## src/rtl/keypad_pkg.sv

```systemverilog
// Shared keypad event types and helpers.
// Event word is {rel, code}; lsb_index picks the lowest pending key.
package keypad_pkg;

   localparam int KEY_N  = 16;
   localparam int CODE_W = 4;
   localparam int EVT_W  = 5;

   typedef struct packed {
      logic              rel;
      logic [CODE_W-1:0] code;
   } evt_t;

   // Scan from the top so the last hit is the lowest set bit
   function automatic logic [CODE_W-1:0] lsb_index(input logic [KEY_N-1:0] v);
      logic [CODE_W-1:0] idx;
      idx = '0;
      for (int i = KEY_N - 1; i >= 0; i--) begin
         if (v[i]) idx = CODE_W'(i);
      end
      return idx;
   endfunction

endpackage

```

## src/rtl/kp_sync_fifo.sv

```systemverilog
// Show-ahead synchronous FIFO with a separate occupancy counter.
// Head visible in the cycle after a write; a write to a full FIFO is taken only together with a pop.
module kp_sync_fifo #(
   parameter int DEPTH = 8,
   parameter int AW    = 3,
   parameter int EVT_W = 5
) (
   input  logic             clk,
   input  logic             rstn,
   input  logic             i_flush,
   input  logic             i_push_vld,
   input  logic [EVT_W-1:0] i_push_dat,
   input  logic             i_pop_rdy,
   output logic [EVT_W-1:0] o_rd_dat,
   output logic             o_full,
   output logic             o_empty,
   output logic [AW:0]      o_count
);

   logic [EVT_W-1:0] r_mem [DEPTH];
   logic [AW-1:0]    r_wptr;
   logic [AW-1:0]    r_rptr;
   logic [AW:0]      r_count;

   logic w_full;
   logic w_empty;
   logic w_pop;
   logic w_push;

   assign w_full  = (r_count == (AW+1)'(DEPTH));
   assign w_empty = (r_count == '0);
   assign w_pop   = i_pop_rdy & ~w_empty & ~i_flush;
   assign w_push  = i_push_vld & (~w_full | w_pop) & ~i_flush;

   // Pointers wrap naturally since DEPTH is a power of two
   always_ff @(posedge clk or negedge rstn) begin
      if (!rstn) begin
         r_wptr  <= '0;
         r_rptr  <= '0;
         r_count <= '0;
      end else if (i_flush) begin
         r_wptr  <= '0;
         r_rptr  <= '0;
         r_count <= '0;
      end else begin
         if (w_push) r_wptr <= r_wptr + 1'b1;
         if (w_pop)  r_rptr <= r_rptr + 1'b1;
         case ({w_push, w_pop})
            2'b10:   r_count <= r_count + 1'b1;
            2'b01:   r_count <= r_count - 1'b1;
            default: r_count <= r_count;
         endcase
      end
   end

   always_ff @(posedge clk) begin
      if (w_push) r_mem[r_wptr] <= i_push_dat;
   end

   assign o_rd_dat = w_empty ? '0 : r_mem[r_rptr];
   assign o_full   = w_full;
   assign o_empty  = w_empty;
   assign o_count  = r_count;

endmodule

```

## src/rtl/keypad_event_fifo.sv

```systemverilog
// Keypad level vector -> queued key-code events (1-cycle edge-to-rd_valid), valid/ready drain, held when full.
// Release events only with KEYPAD_RELEASE_EVT_EN defined; otherwise falling edges are ignored.
module keypad_event_fifo
   import keypad_pkg::*;
#(
   parameter int DEPTH = 8,
   parameter int AW    = 3
) (
   input  logic             clk,
   input  logic             rstn,
   input  logic [KEY_N-1:0] key_state,
   input  logic             flush,
   input  logic             rd_ready,
   output logic             rd_valid,
   output logic [EVT_W-1:0] rd_data,
   output logic [AW:0]      count,
   input  logic             ovf_clr,
   output logic             overflow,
   output logic             irq
);

   logic [KEY_N-1:0] r_prev;
   logic [KEY_N-1:0] r_pend_p;
   logic             r_overflow;

   logic [KEY_N-1:0] w_press;
   logic [KEY_N-1:0] w_cand_p;
   logic [KEY_N-1:0] w_cand_r;
   logic [KEY_N-1:0] w_sel_oh;
   logic [KEY_N-1:0] w_clr_p;
   logic             w_ovf_evt;
   logic             w_sel_vld;
   evt_t             w_sel;
   logic             w_full;
   logic             w_empty;
   logic             w_pop;
   logic             w_push;

   assign w_press  = key_state & ~r_prev;
   assign w_cand_p = r_pend_p | w_press;

`ifdef KEYPAD_RELEASE_EVT_EN
   logic [KEY_N-1:0] r_pend_r;
   logic [KEY_N-1:0] w_rel;
   logic [KEY_N-1:0] w_clr_r;

   assign w_rel     = ~key_state & r_prev;
   assign w_cand_r  = r_pend_r | w_rel;
   assign w_clr_r   = (w_push && w_sel.rel) ? w_sel_oh : '0;
   assign w_ovf_evt = (|(w_press & r_pend_p)) | (|(w_rel & r_pend_r));

   always_ff @(posedge clk or negedge rstn) begin
      if (!rstn)      r_pend_r <= '0;
      else if (flush) r_pend_r <= '0;
      else            r_pend_r <= w_cand_r & ~w_clr_r;
   end
`else
   assign w_cand_r  = '0;
   assign w_ovf_evt = |(w_press & r_pend_p);
`endif

   // Presses always win over releases; lowest code first within each class
   always_comb begin
      w_sel_vld = 1'b0;
      w_sel     = '0;
      if (|w_cand_p) begin
         w_sel_vld = 1'b1;
         w_sel.rel = 1'b0;
         w_sel.code = lsb_index(w_cand_p);
      end else if (|w_cand_r) begin
         w_sel_vld = 1'b1;
         w_sel.rel = 1'b1;
         w_sel.code = lsb_index(w_cand_r);
      end
   end

   always_comb begin
      w_sel_oh = '0;
      w_sel_oh[w_sel.code] = 1'b1;
   end

   assign w_pop   = ~w_empty & rd_ready;
   assign w_push  = w_sel_vld & (~w_full | w_pop) & ~flush;
   assign w_clr_p = (w_push && !w_sel.rel) ? w_sel_oh : '0;

   always_ff @(posedge clk or negedge rstn) begin
      if (!rstn) begin
         r_prev     <= '0;
         r_pend_p   <= '0;
         r_overflow <= 1'b0;
      end else begin
         r_prev <= key_state;
         if (flush) begin
            r_pend_p <= '0;
         end else begin
            r_pend_p <= w_cand_p & ~w_clr_p;
            if (w_ovf_evt)    r_overflow <= 1'b1;
            else if (ovf_clr) r_overflow <= 1'b0;
         end
      end
   end

   kp_sync_fifo #(
      .DEPTH (DEPTH),
      .AW    (AW),
      .EVT_W (EVT_W)
   ) u_fifo (
      .clk        (clk),
      .rstn       (rstn),
      .i_flush    (flush),
      .i_push_vld (w_push),
      .i_push_dat (w_sel),
      .i_pop_rdy  (rd_ready),
      .o_rd_dat   (rd_data),
      .o_full     (w_full),
      .o_empty    (w_empty),
      .o_count    (count)
   );

   assign rd_valid = ~w_empty;
   assign irq      = ~w_empty;
   assign overflow = r_overflow;

endmodule

```

## config.mk

```make
export PLATFORM = sky130hd
export DESIGN_NAME = keypad_event_fifo
export DESIGN_NICKNAME = d
export VERILOG_FILES = /design/src/rtl/keypad_pkg.sv /design/src/rtl/kp_sync_fifo.sv /design/src/rtl/keypad_event_fifo.sv
export SDC_FILE = /design/constraint.sdc
export NUM_CORES = 1
export LEC_CHECK = 0
export CAP_MARGIN = 25
export CORE_MARGIN = 2
export CORE_UTILIZATION = 35
export DETAILED_ROUTE_END_ITERATION = 6
export GPL_ROUTABILITY_DRIVEN = 1
export PLACE_DENSITY_LB_ADDON = 0.15
export SYNTH_ARGS = -nofsm -noshare
export SYNTH_HDL_FRONTEND = slang
export SYNTH_SLANG_ARGS = --single-unit
export TNS_END_PERCENT = 20
```

## constraint.sdc

```tcl
create_clock -name clk -period 2.9 [get_ports clk]
set_input_delay 0.58 -clock clk [delete_from_list [all_inputs] [get_ports clk]]
set_output_delay 0.58 -clock clk [all_outputs]
set_load 0.005 [all_outputs]
```

==> results.txt <==
reg-to-reg critical path endpoint: u_fifo.o_count[3]
layout cell share with drive strength beyond 1: 0.351
Pwr Density: 656 nW/um2
synthesized flop and latch total: 75
Reg clk slew, reported paths: 80 ps
CP Launch Type: input port
aggregate global routing overflow: 0
CP arrival: 3150 ps
Worst slew margin: 0.344
site row count: 36
Antenna Cells: 0
core box area: 9640 um2
total count of hold-check failures in the final report: 0
total global-route track usage: 0.166
R2R Path Start: r_pend_p[12]
syn_nets: 298
post-route setup slack: -0.777 ps
Max Slew Vio Count: 0
DR pass1 iterations: 4
run status: finished, violations left
die span in y: 103 um
Peak VDD IR: 223 uV
period utilization: 1.00
DP Area: 4250 um2
switching share of power: 0.304
Routed Antenna Nets: 0
Comb power frac: 0.308
max capacitance violation total: 0
DR DRC count: 0
worst-path maximum fanout: 2
type of destination of the critical path: register
P_leak: 0.00198 uW
Yosys top cell area share: 0.313
Final setup viols: 1
Req. time, crit path: 3150 ps
Main synth FF type: dfrtp_1
Flop pwr share: 0.428
DR WL/cell: 16.4 um
leading area contributor after synthesis: dfrtp_1
PortBufs: 31
RSZ-0062 raised after global routing: true
hold buffers post-CTS: 0
P_sw: 948 uW
Slew @ Worst Pin: 970 ps
Synth-to-Final Area Change: 38.5%
Root Buffer: clkbuf_8
Cell Area, Synth: 3440 um2
DRT Wirelength: 8230 um
Die W: 103 um
post-synth cell types: 53
top post-synthesis cells by area: dfrtp_1, edfxtp_1, mux4_2
vias: 2537
critical setup path kind: input port to register
Final GP Congestion: 0.883
Pint: 2170 uW
Die ar.: 10600 um2
largest net degree at the start of global routing: 33
number of flops mapped to enable cells by yosys: 32
Finished Cell Area: 4760 um2
Avg Cell Area, Syn: 12.6 um2
post-route insts no fill: 503
H-tree levels: 3
worst min-delay path category: input port to async pin
Clk pwr share: 0.264
Gate Count Post-Synth: 272
Initial Util: 0.357
synth warn: 0
placed insts: 469
Tmin final: 2900 ps
first-pass GRT wire length: 13100 um
total clock sinks: 75
R2R depth: 11
ys async rst share: 0.573
Skew-Pair Late Insertion Delay: 350 ps
IO Count: 33
Reg2Reg Setup Slack: 10 ps
initial antenna violation count: 0
CTS tree: yes
dpl ws: -631 ps
post-synthesis sequential area ratio: 0.592
Power, Total: 3120 uW
Nets: 391
CTS max path bufs: 2
post-layout util: 0.494
DRT iter0 DRCs: 84
maximum clock frequency: 0.345 GHz
Max Clock Skew: 8.96 ps
number of global-route vias before repair: 2571
routed vias/inst: 5.04
failing checks: negative setup slack
cts bufs inserted: 9
Post-DP HPWL: 5550 um
## state kept, by name (all words and copies together) (netlist names)
register,cells
overflow,1
r_pend_p,16
r_prev,16
u_fifo.o_count,4
u_fifo.r_mem,32
u_fifo.r_rptr,3
u_fifo.r_wptr,3
## per-stage QoR
step,hold WS (ps),setup TNS (ps)
floorplan,284,-390
CTS,211,-39.7
detailed placement,504,-13680
global route,229,-106
global placement,503,-12080
finish,200,-0.777
## critical path, stage by stage
cell      delay (ps)
buf_2            100
nor2b_4          120
or4_4            480
nand2b_4         170
o41ai_4          390
nand3b_1         140
inv_1            100
ha_1             220
a21o_1           160
a21oi_2          140
nor2_1            60
mux2i_1          140
mux2_2           340
## how the worst max path moves through the flow
stage                              from  slack [ps]           endpoint
final                     key_state[12]        -0.8  u_fifo.o_count[3]
after global routing       r_pend_p[13]        -110  u_fifo.o_count[3]
after CTS                  r_pend_p[12]         -40  u_fifo.o_count[3]
after detailed placement  key_state[13]        -630  u_fifo.o_count[3]
after global placement    key_state[13]        -530  u_fifo.o_count[3]
after floorplan           key_state[13]        -310  u_fifo.o_count[3]
## cells in the mapped netlist (all sizes together), types with 2 or more instances
cell type / count
edfxtp: 32
dfrtp: 43
xor2: 2
o21ai: 6
a211oi: 5
a22oi: 8
mux2i: 5
buf: 3
nand3: 3
mux2: 4
a21oi: 3
nand2b: 4
nor2b: 19
ha: 4
xnor2: 2
nand4: 3
nand2: 7
mux4: 8
a31oi: 2
or4: 2
nor4: 11
clkbuf: 6
or2: 4
a311oi: 7
inv: 12
nor2: 34
nand3b: 5
nor3: 6
o2111ai: 2
and2: 3
## power by group through the flow
stage | combinational (uW) | clock, uW | sequential [uW]
3_5_place_dp | 907 | 0 | 1350
6_report | 963 | 823 | 1340
3_3_place_gp | 900 | 0 | 1350
4_1_cts | 945 | 845 | 1330
5_1_grt | 1060 | 891 | 1350
2_1_floorplan | 504 | 0 | 1320
## layout by cell type, fill, tap and decap left out, types with 4 or more instances in the layout
cell / instances
a22oi_1: 8
nand2_1: 6
buf_4: 59
nand3b_1: 5
nor2b_4: 14
nor4_4: 4
mux4_2: 8
clkbuf_8: 9
nor3_1: 6
clkdlybuf4s50_1: 16
dfrtp_1: 43
a311oi_1: 4
or2_2: 4
nor2_1: 30
mux2i_1: 5
a211oi_1: 5
edfxtp_1: 32
dlygate4sd2_1: 9
inv_1: 11
o21ai_0: 6
nor4_1: 6
## routing by layer
layer	wire length [um]	global-route usage	vias up
li1	-	-	1202
met1	3790	0.228	1256
met2	3980	0.257	71
met3	381	0.0475	8
met4	72	0.0506	0
met5	0	0	-
## cell type report
cell class,count,area [um2]
fillers,916,4880
flip-flops and latches,75,2040
multi-input cells,176,1550
repair buffers,91,754
well taps,133,166
clock buffers,9,124
clock inverters,7,76.3
inverters,12,52.6
## repair_timing
item	CTS	global route
buffers inserted	15	3
pin swaps	16	11
setup endpoints to repair	10	19
resized for setup	42	23
## kinds of logic (layout without fill, tap and decap cells)
family | count (synthesis) | after routing | synth area share
compound gates | 43 | 43 | 0.0983
xor+xnor | 4 | 4 | 0.0102
fa+ha+maj | 5 | 5 | 0.0204
buf+inv | 21 | 119 | 0.0255
flops | 75 | 75 | 0.592
mux | 17 | 17 | 0.0801
other cells | 1 | 1 | 0.00109
simple gates | 106 | 106 | 0.172
Power figures use the tool's default switching activity.
